File: config.mk
export PLATFORM = sky130hd
export DESIGN_NAME = bg_spr_shifter
export DESIGN_NICKNAME = d
export VERILOG_FILES = /design/src/rtl/bg_spr_shifter.sv
export SDC_FILE = /design/constraint.sdc
export NUM_CORES = 1
export LEC_CHECK = 0
export ABC_AREA = 1
export CAP_MARGIN = 40
export CORE_MARGIN = 3
export CORE_UTILIZATION = 40
export CTS_BUF_LIST = sky130_fd_sc_hd__clkbuf_16
export CTS_CLUSTER_DIAMETER = 80
export DETAILED_ROUTE_END_ITERATION = 10
export PLACE_DENSITY = 0.75
export SYNTH_ARGS = -nofsm -noshare
export SYNTH_HDL_FRONTEND = slang
export SYNTH_SLANG_ARGS = --single-unit
File: constraint.sdc
create_clock -name clk -period 2.2 [get_ports clk]
set_clock_uncertainty 0.15 [all_clocks]
set_input_delay 0.44 -clock clk [delete_from_list [all_inputs] [get_ports clk]]
set_output_delay 0.44 -clock clk [all_outputs]
set_load 0.01 [all_outputs]
File: src/rtl/bg_spr_shifter.sv
// Background/sprite pixel shifter feeding the PPU palette/priority mux.
// Holds one BG tile row plus a merged sprite overlay and advances one pixel per enabled clock.
module bg_spr_shifter (
  input  logic       clk,
  input  logic       nreset,
  input  logic       line_start,
  input  logic [2:0] scx_fine,
  input  logic       bg_load,
  input  logic [7:0] bg_data_a,
  input  logic [7:0] bg_data_b,
  input  logic       spr_load,
  input  logic [7:0] spr_data_a,
  input  logic [7:0] spr_data_b,
  input  logic       spr_flip_x,
  input  logic       spr_pal,
  input  logic       spr_behind,
  input  logic       shift_en,
  output logic       bg_pix_a_7,
  output logic       bg_pix_b_7,
  output logic [7:0] spr_pix_a,
  output logic [7:0] spr_pix_b,
  output logic       nobp0pixel,
  output logic       nobp1pixel,
  output logic       spr_behind_7,
  output logic       bg_empty,
  output logic       pix_valid
);

  logic [7:0] bga, bgb;
  logic [7:0] spa, spb, spal, sprio;
  logic [3:0] bg_cnt;
  logic [2:0] discard;

  logic       shift;
  logic       bg_accept;
  logic       opaque;
  logic [7:0] spr_row_a, spr_row_b;
  logic [7:0] spr_clear;

  function automatic logic [7:0] rev8(input logic [7:0] d);
    logic [7:0] r;
    for (int i = 0; i < 8; i++) r[i] = d[7-i];
    return r;
  endfunction

  // Replace only the transparent slots; existing opaque pixels belong to a lower-X sprite.
  function automatic logic [7:0] fill_clear(input logic [7:0] cur,
                                            input logic [7:0] src,
                                            input logic [7:0] clr);
    return (cur & ~clr) | (src & clr);
  endfunction

  function automatic logic [7:0] shl1(input logic [7:0] d);
    return {d[6:0], 1'b0};
  endfunction

  assign shift     = shift_en && (bg_cnt != 4'd0) && !spr_load && !line_start;
  assign bg_accept = bg_load && (bg_cnt == 4'd0);
  assign spr_row_a = spr_flip_x ? rev8(spr_data_a) : spr_data_a;
  assign spr_row_b = spr_flip_x ? rev8(spr_data_b) : spr_data_b;
  assign spr_clear = ~(spa | spb);

  always_ff @(posedge clk) begin
    if (!nreset) begin
      bga     <= 8'h00;
      bgb     <= 8'h00;
      spa     <= 8'h00;
      spb     <= 8'h00;
      spal    <= 8'h00;
      sprio   <= 8'h00;
      bg_cnt  <= 4'd0;
      discard <= 3'd0;
    end else if (line_start) begin
      bga     <= 8'h00;
      bgb     <= 8'h00;
      spa     <= 8'h00;
      spb     <= 8'h00;
      spal    <= 8'h00;
      sprio   <= 8'h00;
      bg_cnt  <= 4'd0;
      discard <= scx_fine;
    end else if (shift) begin
      bga    <= shl1(bga);
      bgb    <= shl1(bgb);
      spa    <= shl1(spa);
      spb    <= shl1(spb);
      spal   <= shl1(spal);
      sprio  <= shl1(sprio);
      bg_cnt <= bg_cnt - 4'd1;
      if (discard != 3'd0) discard <= discard - 3'd1;
    end else begin
      if (bg_accept) begin
        bga    <= bg_data_a;
        bgb    <= bg_data_b;
        bg_cnt <= 4'd8;
      end
      if (spr_load) begin
        spa   <= fill_clear(spa, spr_row_a, spr_clear);
        spb   <= fill_clear(spb, spr_row_b, spr_clear);
        spal  <= fill_clear(spal, {8{spr_pal}}, spr_clear);
        sprio <= fill_clear(sprio, {8{spr_behind}}, spr_clear);
      end
    end
  end

  assign opaque       = spa[7] | spb[7];
  assign bg_pix_a_7   = bga[7];
  assign bg_pix_b_7   = bgb[7];
  assign spr_pix_a    = spa;
  assign spr_pix_b    = spb;
  assign nobp0pixel   = !(opaque && !spal[7]);
  assign nobp1pixel   = !(opaque && spal[7]);
  assign spr_behind_7 = sprio[7];
  assign bg_empty     = (bg_cnt == 4'd0);
  assign pix_valid    = shift && (discard == 3'd0);

endmodule

# ---- Word level (Yosys, flattened, before mapping)
# Cells that the tools add are included.
dict set report totals {
  out_inout_bits 23
  reg_bits 55
}
dict set report op_classes {
  reduce_logical 23
  addsub 2
  n_mux 19
  bitwise 17
}
# op count
set ops {}
lappend ops {{$mux 8} 14}
lappend ops {{$and 8x8->8} 8}
lappend ops {{$or 8x8->8} 5}
lappend ops {{$not 8->8} 2}
lappend ops {{$mux 3} 3}
lappend ops {{$mux 4} 2}
lappend ops {{$reduce_bool 2->1} 4}
lappend ops {{$logic_and 1x1->1} 7}
lappend ops {{$logic_not 1->1} 5}
lappend ops {{$logic_not 4->1} 1}
lappend ops {{$reduce_bool 4->1} 1}
lappend ops {{$sub 4x1->4 const B} 1}
lappend ops {{$logic_not 3->1} 1}
lappend ops {{$reduce_bool 3->1} 1}
lappend ops {{$reduce_or 3->1} 1}
lappend ops {{$sub 3x1->3 const B} 1}
lappend ops {{$reduce_and 2->1} 1}
lappend ops {{$reduce_or 2->1} 1}
lappend ops {{$not 1->1} 1}
lappend ops {{$or 1x1->1} 1}

# ---- Logic depth before layout (Yosys ltp)
# Gate-level depths: netlist of the first run.
dict set report logic_depth {
  word_depth 7
  depth_mapped 10
  mapped_depth_nobuf 8
}

# ---- Least setup slack after synthesis of the first run
# Ideal clock, no wire load.
dict set report synth_path {
  kind {register to output}
  start {register bg_cnt[0]}
  end {output port pix_valid}
  slack_ns 0.296
  path_stages_with_launch 8
  arrival_time_ns 1.314
  cell_sequence {dfxtp_1 -> inv_1 -> ha_1 -> nand2_2 -> nand3_2 -> buf_4 -> buf_4 -> nor2_1}
}
dict set report synth_via {
  elab_chain_len 5
}
# element line_no
set synth_lines {}
lappend synth_lines {{from (decl)} 31} ;# logic [3:0] bg_cnt;
lappend synth_lines {{from (signal assigned)} 89} ;# bg_cnt <= bg_cnt - 4'd1;
lappend synth_lines {{$reduce_bool 4->1} 57} ;# assign shift = shift_en && (bg_cnt != 4'd0) && !spr_load && !line_start;
lappend synth_lines {{$logic_and 1x1->1 (3 in a row)} 57}
lappend synth_lines {{$logic_and 1x1->1} 115} ;# assign pix_valid = shift && (discard == 3'd0);
lappend synth_lines {{to (decl)} 26} ;# output logic pix_valid
# Every way passes these cells.

# ---- Worst setup path after layout of the first run
dict set report layout_path {
  start {register spb[7] (netlist: spr_pix_b[7])}
  end {output port nobp0pixel}
}
dict set report layout_via {
  elab_chain_len 3
}
# element line_no
set layout_lines {}
lappend layout_lines {{from (decl)} 30} ;# logic [7:0] spa, spb, spal, sprio;
lappend layout_lines {{from (signal assigned)} 86} ;# spb <= shl1(spb);
lappend layout_lines {{from (signal assigned)} 99} ;# spb <= fill_clear(spb, spr_row_b, spr_clear);
lappend layout_lines {{$or 1x1->1} 106} ;# assign opaque = spa[7] | spb[7];
lappend layout_lines {{$logic_and 1x1->1} 111} ;# assign nobp0pixel = !(opaque && !spal[7]);
lappend layout_lines {{$logic_not 1->1} 111}
lappend layout_lines {{to (decl)} 22} ;# output logic nobp0pixel,
# Every way passes these cells.

==> results of run 1 <==
==> through the flow <==
step | power, mW | instance area [sq um] | TNS (ns) | hold slack (ns) | utilization (%)
floorplan | 1.42 | 3510 | 0 | 0.280 | -
global placement | 1.61 | 4260 | -1.15 | 0.295 | 50.8
detailed placement | 1.62 | 4260 | -1.78 | 0.298 | 50.8
CTS | 2.42 | 4400 | 0 | 0.310 | 52.5
global route | 2.53 | 4400 | 0 | 0.343 | 52.5
finish | 2.40 | 4400 | 0 | 0.309 | 52.5
==> worst max path at each step <==
stage                             from         end  slack, ns
after floorplan              bg_cnt[0]   pix_valid       0.30
after global placement        shift_en   pix_valid      -0.20
after detailed placement      shift_en   pix_valid      -0.19
after CTS                 spr_pix_b[7]  nobp0pixel      0.004
after global routing      spr_pix_b[7]  nobp0pixel       0.02
final                     spr_pix_b[7]  nobp0pixel       0.09
==> synth_stat cells <==
library cell | n | area, sq um
nand2_1 | 163 | 612
nand4_1 | 57 | 357
buf_1 | 1 | 3.75
buf_4 | 3 | 22.5
clkbuf_2 | 1 | 5.00
inv_1 | 94 | 353
nand2_2 | 2 | 12.5
buf_2 | 13 | 65.1
o21a_1 | 2 | 15.0
ha_1 | 4 | 50.1
clkbuf_1 | 16 | 60.1
buf_6 | 3 | 33.8
nor2_4 | 2 | 22.5
nand3_1 | 75 | 375
or2_0 | 1 | 6.26
o21ai_0 | 6 | 30.0
a21oi_1 | 26 | 130
nand3_2 | 1 | 10.0
dfxtp_1 | 55 | 1100
nor2_2 | 1 | 6.26
xor2_1 | 2 | 17.5
inv_2 | 1 | 3.75
nor3_1 | 1 | 5.00
nor2_1 | 58 | 218
==> worst reg2reg max path, cell delays in order (launching register included) <==
cell and delay, ns:
dfxtp_1 0.35, inv_1 0.08, ha_1 0.22, nand2_2 0.13
buf_4 0.43, nand3_1 0.20, nand2_1 0.17, nand2_1 0.06
nand2_1 0.05, nor2_1 0.04
==> area by class of cell <==
cell class / instances / area, sq um
clock buffer: 5 / 125
clock inverter: 3 / 18.8
fill: 803 / 3980
inverter: 95 / 357
multi-input combinational: 401 / 1870
sequential: 55 / 1100
tap: 105 / 131
timing repair buffer: 85 / 797
==> cells in the final DEF (no fill, tap or decap), types with 2 or more instances in the layout <==
cell type	synthesis	layout
clkinv_2	0	2
a21oi_1	26	26
inv_1	94	94
o21a_1	2	2
nand4_1	57	57
nor2_4	2	2
xor2_1	2	2
nand2_1	163	163
clkbuf_16	0	5
o21ai_0	6	6
nand3_1	75	75
nor2_2	1	2
nand2_2	2	2
nor2_1	58	57
clkdlybuf4s50_1	0	64
buf_4	3	19
ha_1	4	4
dfxtp_1	55	55
==> per-layer routing <==
layer / vias up / GRT usage [%] / share of wire [%]
li1: 1983 / - / -
met1: 1728 / 25.7 / 44
met2: 112 / 31.8 / 47
met3: 22 / 3.09 / 6.9
met4: 0 / 7.46 / 2.5
met5: - / 0 / 0
==> flip-flops by register name (all words and copies together), names as in the netlist, named ones only <==
register	flops
bga	8
spal	7
sprio	7
spr_pix_b	7
spr_pix_a	7
bg_cnt	4
bgb	8
discard	3
==> logic make-up (layout without fill, tap and decap cells) <==
group                    after synthesis  in the layout
flip-flops                            55             55
buffers and inverters                132            188
AND/OR/NAND/NOR                      361            361
AO/OA/AOI/OAI                         34             34
XOR/XNOR                               2              2
adder cells (fa/ha/maj)                4              4
==> where the power goes <==
part / switching (mW) / internal [mW] / total (mW)
clock: 0.379 / 0.423 / 0.802
sequential: 0.0322 / 1.04 / 1.07
combinational: 0.302 / 0.230 / 0.533
total: 0.714 / 1.69 / 2.40
==> timing repair <==
| item | CTS | global route |
|---|---|---|
| resized for setup | 2 | 3 |
| hold buffers | 0 | 0 |
| endpoints found under the hold margin | 0 | 0 |
| endpoints found under the setup margin | 2 | 3 |
==> metrics.cfg, run 1 <==
[yosys]
netlist_area_sq_mm=0.00351
synthAdderAreaFrac_pct=1.42
ys_ff_latch=55
synth_warnings=0
muxShareOfSynthArea_pct=0
avgSynthCellArea_sq_um=5.98
yosys.area_share.simple_pct=46.2
synth-xor-area-share_pct=0.498
synth_top_family_by_area=simple AND/OR/NAND/NOR gates
synth_compound_area_share_pct=4.98
ys_types=24
syn_nets=636
synth_seq_area_share_pct=31.3
syn-instance-count=588

[worst_setup_path]
slowest_stage=clkdlybuf4s50_1
reg2regPathDepth=9
crit_buf_inv=2
crit_path_start_kind=flip-flop
required_ns=1.61
max_stage_delay_ns=0.53
cp_top_family=buffers and inverters
timing.rr.start=bg_cnt[0]
crit_arrival_ns=1.52
path_class=reg2out
cp.depth=4
crit_chain=nor2_2, inv_1, nand2_1, clkdlybuf4s50_1
worst-path-max-fanout=4
rr_endpoint=discard[0]
r2r_slack_ns=0.21
cp-end-kind=output pin

[clock_network]
post_cts_buffers=0
htreeDepth=2
cts_buffer_depth=2
cts_tree=yes
clk_pin_slew_ns=0.07
clock_sinks=55
cts-root-buf=clkbuf_16
clk_latency_ns=0.30
numCtsBuffers=5

[min_path]
min_from=bg_cnt[0]
hold_depth=1
min_to=bg_cnt[0]
hold_path.class=reg2reg

[final_layout]
syn2layout_area_growth_pct=25.2
drive_gt1_share_pct=5.59
fin_cells=749
fin_nets=691
diodes=0

[route]
viasPerCell=5.13
first_pass_iters=5
drt-total-wl_um=9480
drt.antenna.violating_nets=0
dr_total_vias=3845
wl_per_cell_um=12.7
first_iter_violations=325
drc=0

[sta]
finalHoldViolations=0
max_freq_mhz=474
fin_ws_ns=0.0883
final-max-slew-violation-count=0
fin_crit_sh_pct=96.0
setup_viol=0
worst_slew_pin_slew_ns=0.500
rsz0062_at_grt=false
layout_min_cycle_time_ns=2.11
relSlewSlack_pct=66.7

[grt]
grtUsageTotal_pct=19.5
grt_pass1_wl_um=16000
antenna_found_initial=0
grt_pass1_vias=3465
grt_max_degree=49
overflow=0

[floorplan]
die_w_um=99.7
ios=67
die_h_um=99.7
core_sq_mm=0.00838
start_util_pct=41.9
die_area_sq_mm=0.00995
rows=33

[pwr]
p_leak_nw=2.10
vdd_drop_max_mv=0.318
p_per_area_mw_per_mm2=546

[placed_design]
dp_cells=741
post-place-ws_ns=-0.187
place.gp.congestion=0.879
dpl.hpwl_um=6450
port_buffers=66

[status]
status=finished clean

[run]
cap_viol_max_count=0

(Power assumes the default switching activity.)
==> run 2, diff against run 1 <==
--- a/config.mk
+++ b/config.mk
@@ -13,6 +13,7 @@
 export CTS_CLUSTER_DIAMETER = 80
 export DETAILED_ROUTE_END_ITERATION = 10
 export PLACE_DENSITY = 0.75
+export RECOVER_POWER = 100
 export SYNTH_ARGS = -nofsm -noshare
 export SYNTH_HDL_FRONTEND = slang
 export SYNTH_SLANG_ARGS = --single-unit
==> metrics.cfg, run 2 (synthesis results as in run 1) <==
[pwr]
comb_power_share_pct=22.0
p_per_area_mw_per_mm2=545
vdd_drop_max_mv=0.317
p_sw_share_pct=29.8
p_int_mw=1.68
p_seq_share_pct=44.5
p_sw_mw=0.713
p_leak_nw=2.15
clockPowerShare_pct=33.5

[sta]
max_freq_mhz=474
rsz0062_at_grt=false
relSlewSlack_pct=66.7
finalHoldViolations=0
fin_crit_sh_pct=95.8
finalSetupTns_ns=0
setup_viol=0
layout_min_cycle_time_ns=2.11
final-max-slew-violation-count=0
worst_slew_pin_slew_ns=0.500

[worst_setup_path]
r2r_slack_ns=0.21
crit_arrival_ns=1.52
required_ns=1.61
cp-end-kind=output pin
path_class=reg2out
worst-path-max-fanout=4
crit_path_start_kind=flip-flop

[route]
drt-total-wl_um=9450
top_layer_used=met4
wl_met3_um=650
wl_per_cell_um=12.6
viasPerCell=5.14
wirelength_met1_um=4180
first_pass_iters=4
dr_total_vias=3847
dr_wl_met2_um=4380
drt.antenna.violating_nets=0
first_iter_violations=307
drc=0

[clock_network]
cts_tree=yes
numCtsBuffers=5
clk_pin_slew_ns=0.07
clock_sinks=55
ctsHoldBuffers=0
cts-root-buf=clkbuf_16
cts_buffer_depth=2
htreeDepth=2
post_cts_buffers=0
cts_resized=2
clk_latency_ns=0.29

[final_layout]
diodes=0
final_cell_mix=nand2_1 (163), inv_1 (95), nand3_1 (75), nor2_1 (57), nand4_1 (57)
fin_util_pct=52.4
fin_nets=691
drive_gt1_share_pct=5.28
multi_input_area_sq_mm=0.00187
fillers=806
reg.largest.list=bga x8, bgb x8
syn2layout_area_growth_pct=25.0
register_area_sq_mm=0.00110
layout_commonest_cell=nand2_1

[grt]
grt_max_degree=49
overflow=0
grtUsageTotal_pct=19.5
antenna_found_initial=0
grt_pass1_wl_um=16000
grt_pass1_vias=3465

[placed_design]
dpl.hpwl_um=6450
port_buffers=66
place.gp.congestion=0.879

[floorplan]
die_area_sq_mm=0.00995
die_h_um=99.7
core_sq_mm=0.00838
ios=67
die_w_um=99.7
start_util_pct=41.9
rows=33

[min_path]
hold_path.class=reg2reg

[run]
cap_viol_max_count=0

[status]
status=finished clean

run 2: cell count changes in the layout (fill, tap and decap cells not counted):
cell	delta
clkbuf_4	+1
clkdlybuf4s50_1	-19
clkbuf_2	+1
dlygate4sd3_1	+19
buf_4	-3
inv_2	-1
clkbuf_1	+1
inv_1	+1
run 2: critical path, stage by stage, from the launching register on:
cell and delay, ns:
dfxtp_1 0.34, nor2_2 0.18, inv_1 0.09, nand2_1 0.08, clkdlybuf4s50_1 0.53
run 2: per-layer routing:
| layer | vias up | GRT usage, % |
|---|---|---|
| li1 | 1981 | - |
| met1 | 1715 | 25.7 |
| met2 | 127 | 31.8 |
| met3 | 24 | 3.09 |
| met4 | 0 | 7.46 |
| met5 | - | 0 |
run 2: path summary, 6_finish.rpt:
check | from | to | depth (start not counted)
worst min register to register | bg_cnt[0] | bg_cnt[0] | 1
worst min-delay path | bg_cnt[0] | bg_cnt[0] | 1
worst max-delay path | spr_pix_b[7] | nobp0pixel | 4
worst max register to register | bg_cnt[0] | flip-flop | 8
run 2: final cells by class:
type / instances / share of cell area [%]
Clock buffer: 5 / 2.85
Clock inverter: 3 / 0.427
Inverter: 95 / 8.12
Multi-Input combinational cell: 401 / 42.6
Sequential cell: 55 / 25.1
Tap cell: 105 / 2.99
Timing Repair Buffer: 85 / 18.0
run 2: power by group through the flow:
stage / clock [mW] / combinational (mW) / sequential, mW
floorplan: 0 / 0.331 / 1.09
global route: 0.847 / 0.600 / 1.07
CTS: 0.817 / 0.532 / 1.07
global placement: 0 / 0.520 / 1.09
finish: 0.803 / 0.526 / 1.07
detailed placement: 0 / 0.530 / 1.09
run 2: stage by stage:
stage	cells	setup slack [ns]	hold slack [ns]	area (sq um)	power (mW)
after floorplan	588	0.296	0.280	3510	1.42
after global placement	741	-0.195	0.295	4260	1.61
after detailed placement	741	-0.187	0.298	4260	1.62
after CTS	749	0.00353	0.310	4400	2.42
after global routing	749	0.0187	0.343	4390	2.52
final	749	0.0914	0.309	4390	2.40
